### src/rtl/game_ctrl_if.sv
// Signal bundle between the game sequencer and the rest of the runner.
// Ports (from the sequencer's point of view, modport slave):
//   fresh        in   VGA vertical sync level; a rising edge marks a frame
//   button_jump  in   debounced jump/start button, active-high level
//   collision    in   dinosaur/obstacle pixel overlap, valid any cycle
//   game_status  out  1 while running
//   game_over    out  1 only after death
//   speed        out  current scroll speed (4 bits)
//   score        out  current run score (16 bits, binary)
//   high_score   out  best score since reset (16 bits)
//   frame_tick   out  one-cycle registered pulse per frame
interface game_ctrl_if;
    logic        fresh;
    logic        button_jump;
    logic        collision;
    logic        game_status;
    logic        game_over;
    logic [3:0]  speed;
    logic [15:0] score;
    logic [15:0] high_score;
    logic        frame_tick;

    modport master (
        output fresh, button_jump, collision,
        input  game_status, game_over, speed, score, high_score, frame_tick
    );

    modport slave (
        input  fresh, button_jump, collision,
        output game_status, game_over, speed, score, high_score, frame_tick
    );
endinterface

### src/rtl/game_ctrl.sv
// Central game sequencer for the dinosaur runner: IDLE/RUN/OVER state
// machine, speed ramp, score in frames survived and session high score.
// Ports:
//   CLK   in  system clock, all logic on its rising edge
//   rst   in  synchronous active-high reset
//   gif   slave side of game_ctrl_if (inputs fresh/button_jump/collision,
//         outputs game_status/game_over/speed/score/high_score/frame_tick)
//
// state  | meaning
// -------+------------------------------------------------------------
// S_IDLE | after reset, waiting for the first press
// S_RUN  | game running, score and speed advance on every clean frame
// S_OVER | dinosaur hit; presses ignored until the holdoff has elapsed
module game_ctrl #(
    parameter int START_SPEED      = 1,
    parameter int MAX_SPEED        = 15,
    parameter int FRAMES_PER_STEP  = 600,
    parameter int FRAMES_PER_POINT = 6,
    parameter int OVER_HOLDOFF     = 30
) (
    input logic        CLK,
    input logic        rst,
    game_ctrl_if.slave gif
);

    localparam int PT_W = (FRAMES_PER_POINT > 1) ? $clog2(FRAMES_PER_POINT) : 1;
    localparam int ST_W = (FRAMES_PER_STEP > 1) ? $clog2(FRAMES_PER_STEP) : 1;
    localparam int HO_W = (OVER_HOLDOFF > 0) ? $clog2(OVER_HOLDOFF + 1) : 1;

    // Frame timers count down to zero; zero is the terminal count.
    localparam logic [PT_W-1:0] PT_LOAD = PT_W'(FRAMES_PER_POINT - 1);
    localparam logic [ST_W-1:0] ST_LOAD = ST_W'(FRAMES_PER_STEP - 1);
    localparam logic [HO_W-1:0] HO_LOAD = HO_W'(OVER_HOLDOFF);
    localparam logic [3:0]      SPD_START = 4'(START_SPEED);
    localparam logic [3:0]      SPD_MAX   = 4'(MAX_SPEED);

    typedef enum logic [1:0] {S_IDLE, S_RUN, S_OVER} state_t;

    state_t      state, state_d;
    logic        btn_q, fresh_q, coll_q;
    logic        press, tick, start_run, die;
    logic [PT_W-1:0] pt_cnt;
    logic [ST_W-1:0] st_cnt;
    logic [HO_W-1:0] ho_cnt;
    logic [3:0]  speed_q;
    logic [15:0] score_q, high_q;
    logic        ftick_q;
    logic        status_c, over_c;

    assign press = gif.button_jump & ~btn_q;
    assign tick  = gif.fresh & ~fresh_q;

    // ho_cnt == 0 means the holdoff has fully elapsed.
    assign start_run = press & ((state == S_IDLE) | ((state == S_OVER) & (ho_cnt == '0)));
    // A collision in the tick cycle itself still counts for that frame.
    assign die       = (state == S_RUN) & tick & (coll_q | gif.collision);

    always_ff @(posedge CLK) begin
        if (rst) state <= S_IDLE;
        else     state <= state_d;
    end

    always_comb begin
        state_d = state;
        case (state)
            S_IDLE:  if (start_run) state_d = S_RUN;
            S_RUN:   if (die)       state_d = S_OVER;
            S_OVER:  if (start_run) state_d = S_RUN;
            default: state_d = S_IDLE;
        endcase
    end

    always_comb begin
        status_c = (state == S_RUN);
        over_c   = (state == S_OVER);
    end

    always_ff @(posedge CLK) begin
        if (rst) begin
            btn_q   <= 1'b0;
            fresh_q <= 1'b0;
            coll_q  <= 1'b0;
            ftick_q <= 1'b0;
            pt_cnt  <= '0;
            st_cnt  <= '0;
            ho_cnt  <= '0;
            speed_q <= SPD_START;
            score_q <= 16'd0;
            high_q  <= 16'd0;
        end else begin
            btn_q   <= gif.button_jump;
            fresh_q <= gif.fresh;
            ftick_q <= tick;

            if (tick | start_run)
                coll_q <= 1'b0;
            else if ((state == S_RUN) & gif.collision)
                coll_q <= 1'b1;

            // Restart has priority, so a tick coinciding with the press is dropped.
            if (start_run) begin
                score_q <= 16'd0;
                speed_q <= SPD_START;
                pt_cnt  <= PT_LOAD;
                st_cnt  <= ST_LOAD;
            end else if (die) begin
                ho_cnt <= HO_LOAD;
                if (score_q > high_q) high_q <= score_q;
            end else if ((state == S_RUN) & tick) begin
                if (pt_cnt == '0) begin
                    pt_cnt <= PT_LOAD;
                    if (score_q != 16'hFFFF) score_q <= score_q + 16'd1;
                end else begin
                    pt_cnt <= pt_cnt - 1'b1;
                end
                if (st_cnt == '0) begin
                    st_cnt <= ST_LOAD;
                    if (speed_q < SPD_MAX) speed_q <= speed_q + 4'd1;
                end else begin
                    st_cnt <= st_cnt - 1'b1;
                end
            end else if ((state == S_OVER) & tick & (ho_cnt != '0)) begin
                ho_cnt <= ho_cnt - 1'b1;
            end
        end
    end

    assign gif.game_status = status_c;
    assign gif.game_over   = over_c;
    assign gif.speed       = speed_q;
    assign gif.score       = score_q;
    assign gif.high_score  = high_q;
    assign gif.frame_tick  = ftick_q;

endmodule

### src/flat_wrapper.sv
// flat-port wrapper written by rule: the top's interface ports become plain ports
module game_ctrl_flat 
#(
    parameter int START_SPEED      = 1,
    parameter int MAX_SPEED        = 15,
    parameter int FRAMES_PER_STEP  = 600,
    parameter int FRAMES_PER_POINT = 6,
    parameter int OVER_HOLDOFF     = 30
)
  (CLK, rst, gif_fresh, gif_button_jump, gif_collision, gif_game_status, gif_game_over, gif_speed, gif_score, gif_high_score, gif_frame_tick);
  game_ctrl_if gif_i ();
  input logic CLK;
  input logic rst;
  input wire logic [$bits(gif_i.fresh)-1:0] gif_fresh;
  input wire logic [$bits(gif_i.button_jump)-1:0] gif_button_jump;
  input wire logic [$bits(gif_i.collision)-1:0] gif_collision;
  output wire logic [$bits(gif_i.game_status)-1:0] gif_game_status;
  output wire logic [$bits(gif_i.game_over)-1:0] gif_game_over;
  output wire logic [$bits(gif_i.speed)-1:0] gif_speed;
  output wire logic [$bits(gif_i.score)-1:0] gif_score;
  output wire logic [$bits(gif_i.high_score)-1:0] gif_high_score;
  output wire logic [$bits(gif_i.frame_tick)-1:0] gif_frame_tick;
  assign gif_i.fresh = gif_fresh;
  assign gif_i.button_jump = gif_button_jump;
  assign gif_i.collision = gif_collision;
  assign gif_game_status = gif_i.game_status;
  assign gif_game_over = gif_i.game_over;
  assign gif_speed = gif_i.speed;
  assign gif_score = gif_i.score;
  assign gif_high_score = gif_i.high_score;
  assign gif_frame_tick = gif_i.frame_tick;
  game_ctrl #(.START_SPEED(START_SPEED), .MAX_SPEED(MAX_SPEED), .FRAMES_PER_STEP(FRAMES_PER_STEP), .FRAMES_PER_POINT(FRAMES_PER_POINT), .OVER_HOLDOFF(OVER_HOLDOFF)) u_core (.CLK(CLK), .rst(rst), .gif(gif_i));
endmodule
### config.mk
export PLATFORM = sky130hd
export DESIGN_NAME = game_ctrl_flat
export DESIGN_NICKNAME = d
export VERILOG_FILES = /design/src/rtl/game_ctrl_if.sv /design/src/rtl/game_ctrl.sv /design/src/flat_wrapper.sv
export SDC_FILE = /design/constraint.sdc
export NUM_CORES = 1
export LEC_CHECK = 0
export ABC_CLOCK_PERIOD_IN_PS = 2300
export CAP_MARGIN = 20
export CORE_UTILIZATION = 49
export DETAILED_ROUTE_END_ITERATION = 8
export HOLD_SLACK_MARGIN = 0.05
export PLACE_DENSITY = 0.8
export SYNTH_ARGS = -nofsm -noshare
export SYNTH_HDL_FRONTEND = slang
export SYNTH_SLANG_ARGS = --single-unit
### constraint.sdc
create_clock -name CLK -period 2.3 [get_ports CLK]
set_clock_uncertainty 0.05 [all_clocks]
set_input_delay 0.23 -clock CLK [delete_from_list [all_inputs] [get_ports CLK]]
set_output_delay 0.23 -clock CLK [all_outputs]
set_load 0.03 [all_outputs]
-- After elaboration in Yosys (flattened, before gate mapping)
Index checks and enable logic that the tools add are counted.
- reduce and logical (&&, ||, !) cells: 17
- add/sub/neg operators: 5
- bitwise gates (word level): 16
- eq/ne operators: 7
- $lt $le $gt $ge: 2
- mux-type cells: 14
- operator list (kind ; number):
    $mux W10 ; 4
    $add A16 B1 Y16 const B ; 1
    $gt A16 B16 Y1 ; 1
    $ne A16 B16 Y1 const B ; 1
    $mux W5 ; 3
    $mux W3 ; 4
    $logic_not A10 Y1 ; 1
    $sub A10 B1 Y10 const B ; 1
    $and A1 B1 Y1 ; 9
    $ne A2 B1 Y1 const B ; 4
    $reduce_and A4 Y1 ; 2
    $reduce_and A2 Y1 ; 3
    $reduce_and A3 Y1 ; 2
    $reduce_or A2 Y1 ; 3
    $logic_not A5 Y1 ; 1
    $reduce_bool A5 Y1 ; 1
    $sub A5 B1 Y5 const B ; 1
    $add A4 B1 Y4 const B ; 1
    $lt A4 B4 Y1 const B ; 1
    $mux W2 ; 2
    $not A1 Y1 ; 4
    $pmux W2 S2 ; 1
    $reduce_bool A2 Y1 ; 2
    $logic_not A3 Y1 ; 1
    5 further kinds ; 7
- output and inout port bits: 39
- register bits: 60

-- Depth between registers and ports, before layout
- depth in word-level cells: 7
- depth in mapped cells: 9

-- Worst setup path after synthesis
Ideal clock, no wire load.
- kind: reg-to-reg
- from: register u_core.high_q[15], in the netlist u_core.gif.high_score[15]
- to: register u_core.high_q[10], in the netlist u_core.gif.high_score[10]
- stages on the path, launching flop included: 10
- path buffers: 2
- slack: -128 ps
- library setup time: 72 ps
- arrival time: 2307 ps
- path through: dfxtp_1 inv_1 ha_1 nand4_1 nor4_1 a21boi_0 o31a_1 buf_2 buf_2 mux2i_1
- word-level cells in the longest chain between the ends: 2
- ends and longest elaborated chain (what ; line ; text):
    from (decl) ; game_ctrl.sv:46 ; logic [15:0] score_q, high_q;
    from (signal assigned) ; game_ctrl.sv:108 ; if (score_q > high_q) high_q <= score_q;
    $gt A16 B16 Y1 ; game_ctrl.sv:108 ;
    $reduce_and A3 Y1 (no line) ; - ;
Every way passes these cells.
A chain may end at the register's enable or synchronous reset.

-- Final worst setup path
- from: register u_core.st_cnt[4]
- to: register u_core.st_cnt[9]
- word-level cells in the longest chain between the ends: 5
- ends and longest elaborated chain (what ; line ; text):
    from (decl) ; game_ctrl.sv:43 ; logic [ST_W-1:0] st_cnt;
    from (signal assigned) ; game_ctrl.sv:120 ; st_cnt <= st_cnt - 1'b1;
    $sub A10 B1 Y10 or $logic_not A10 Y1 (tied branches) ; game_ctrl.sv:120, game_ctrl.sv:116 ;
    $mux W10 * ; game_ctrl.sv:116 ; if (st_cnt == '0) begin
    $mux W10 * ; game_ctrl.sv:109 ; end else if ((state == S_RUN) & tick) begin
    $mux W10 * ; game_ctrl.sv:106 ; end else if (die) begin
    $mux W10 * ; game_ctrl.sv:101 ; if (start_run) begin
Every way passes the cells marked *; elsewhere a longest branch is shown, timed or not. The select of a mux whose other input is x is not followed.

==> flow_summary.json <==
{
  "firstDrtPassIters": 4,
  "wirelength_mm": 7.42,
  "synth_top_cell_area_share_pct": 37.8,
  "ys_types": 44,
  "dpl_cell_area_mm2": 0.00384,
  "setup_violations": 0,
  "drive_above_1_share_pct": 12.0,
  "synthArstFlopShare_pct": 0,
  "hpwl_mm": 5.09,
  "port-buffer-count": 43,
  "cp_data_required_time_ns": 2.50,
  "synth-edff-count": 0,
  "crit_family": "simple AND/OR/NAND/NOR gates",
  "cellLeakagePower_uw": 0.00142,
  "slowest_stage": "or4_1",
  "crit_path_start_kind": "flop",
  "tns_ns": 0,
  "initial_utilization_pct": 52.1,
  "rsz0062_at_grt": "false",
  "synth.area.top_cells": "dfxtp_1, ha_1, nand2b_1",
  "postSynthAreaPerCell_um2": 8.67,
  "grt-ovfl-total": 0,
  "cts-buffers-inserted": 9,
  "gp_congestion": 0.800,
  "clock_latency_ns": 0.35,
  "final-seq-area_mm2": 0.00121,
  "worst_pin_slew_ns": 0.554,
  "cts-root-buf": "clkbuf_8",
  "dp_cells": 494,
  "avgRoutedWirePerCell_um": 14.6,
  "netlist_instances": 366,
  "clockBufferDepth": 2,
  "fin_crit_ns": 2.16,
  "path_cells": "or3_1, or4_4, or4_1, a311oi_1",
  "ant_nets": 0,
  "total_power_uw": 2240,
  "post-route-util_pct": 66.5,
  "fill_cells": 494,
  "detail_route.vias_per_cell": 5.50,
  "area_growth_pct": 27.6,
  "critical_path_class": "reg2reg",
  "ioPinCount": 44,
  "grt_start_max_net_pins": 51,
  "final_cell_area_mm2": 0.00405,
  "cts_setup_buffers": 0,
  "fin_crit_sh_pct": 93.9,
  "slew_headroom_pct": 62.1,
  "antenna_found_initial": 0,
  "syn-cell-area_mm2": 0.00317,
  "critPathMaxStageDelay_ns": 0.48,
  "multiInputGateArea_mm2": 0.00182,
  "ir_drop_mv": 0.371,
  "syn_nets": 393,
  "cts.clk_slew.worst_paths_ns": 0.07,
  "synth-main-ff-cell": "dfxtp_1",
  "die_w_um": 82.5,
  "ys_warn_count": 0,
  "dieHeight_um": 82.5,
  "drt_iter0_drc": 135,
  "tritoncts": "built",
  "slew_violations": 0,
  "die-area_mm2": 0.00680,
  "status": "complete, no violations",
  "maxCapViolCount": 0,
  "num_vias": 2804,
  "fmaxAchievable_mhz": 463,
  "nNetsFinal": 457,
  "cp-end-kind": "flop",
  "grt_usage_pct": 23.6,
  "htree_levels": 3,
  "yosysTopAreaCell": "dfxtp_1",
  "synth-seq-cells": 60,
  "core_mm2": 0.00610,
  "grt_pass1_vias": 2571,
  "grt_pass1_wl_mm": 11.9,
  "cts_sinks": 60,
  "crit_arrival_ns": 2.36,
  "antenna_cells": 0,
  "rows": 28,
  "hold_violations": 0,
  "powerDensity_mw_per_mm2": 553,
  "fin_cells": 510,
  "path_buf_inv": 0,
  "hold_path.class": "in2reg",
  "cp_max_fo": 5,
  "drc": 0,
  "yosysSeqAreaShare_pct": 37.8
}
[metrics by stage]
step | hold slack [ns] | setup slack [ns]
after floorplan | 0.308 | 0.0496
after global placement | 0.406 | 0.124
after detailed placement | 0.418 | 0.0386
after CTS | 0.407 | 0.0416
after global routing | 0.412 | 0.0189
final | 0.414 | 0.140
[worst paths after layout]
kind	from	to	slack [ns]	cells after the start
min reg2reg	u_core.pt_cnt[2]	u_core.pt_cnt[1]	0.43	2
min	gif_button_jump	u_core.btn_q	0.41	2
max reg2reg	u_core.st_cnt[4]	u_core.st_cnt[9]	0.14	4
max	u_core.st_cnt[4]	u_core.st_cnt[9]	0.14	4
[Yosys cell counts, types with 9 or more instances]
cell type / n
a21oi_1: 29
nand2_1: 15
inv_1: 29
nand2b_1: 37
ha_1: 22
dfxtp_1: 60
nand3_1: 11
xnor2_1: 16
nor2_1: 36
mux2i_1: 18
clkbuf_1: 9
[cell families after synthesis]
| group | share of synthesized area [%] |
|---|---|
| and+or+nand+nor | 24.9 |
| DFF | 37.8 |
| buffers and inverters | 5.05 |
| xor gates and xnor gates | 6.07 |
| adders and majority gates | 8.67 |
| muxes | 5.68 |
| AOI/OAI and AO/OA | 11.8 |
[cells in the final DEF (no fill, tap or decap), types with 3 or more instances in the layout]
cell and count:
a21oi_1 29, nand3_1 11, nand4_1 3, and3_1 4
xnor2_1 16, inv_1 29, nand2b_1 37, and4_1 4
xor2_1 6, clkdlybuf4s50_1 43, nor3_1 7, a311oi_1 3
o21ai_0 7, nand2_1 15, dfxtp_1 52, nor4_1 4
clkinvlp_4 3, nor2b_1 4, clkbuf_8 10, a211oi_1 6
dfxtp_2 8, nor2_1 36, a2111oi_0 4, buf_4 22
mux2i_1 18, ha_1 22, a21o_1 3
[state kept, by name, indices dropped and copies added, names as in the netlist]
register               cells
u_core.btn_q               1
u_core.coll_q              1
u_core.fresh_q             1
u_core.gif.frame_tick      1
u_core.gif.high_score     16
u_core.gif.score          16
u_core.gif.speed           4
u_core.ho_cnt              5
u_core.pt_cnt              3
u_core.st_cnt             10
u_core.state               2
[worst reg2reg max path: stages, from the launching register on]
cell and delay, ns:
dfxtp_1 0.34, or3_1 0.43, or4_4 0.48, or4_1 0.48, a311oi_1 0.29
[power by group]
group | internal [uW] | leakage, uW | total, uW | switching, uW
clock | 531 | 0.0000918 | 965 | 434
combinational | 81.7 | 0.000837 | 180 | 97.8
sequential | 1070 | 0.000491 | 1090 | 28.2
[area by class of cell]
cell class / instances / share of cell area [%]
clock buffers: 11 / 3.49
clock inverters: 5 / 1.51
inverters: 29 / 2.69
multi-input cells: 264 / 44.9
flip-flops and latches: 60 / 29.9
well taps: 75 / 2.32
repair buffers: 66 / 15.2
[layer usage]
layer	track usage, %	share of wire, %	up-vias
li1	-	-	1407
met4	10.7	1.9	0
met2	37.8	46	75
met5	0	0	-
met1	30.1	47	1309
met3	5.49	5.1	13
[repair_timing]
| action | 4_1_cts | 5_1_grt |
|---|---|---|
| endpoints found under the setup margin | 0 | 16 |
| hold buffers | 0 | 0 |
| resized for setup | 0 | 1 |
No activity file was read; power rests on OpenSTA's default activity.
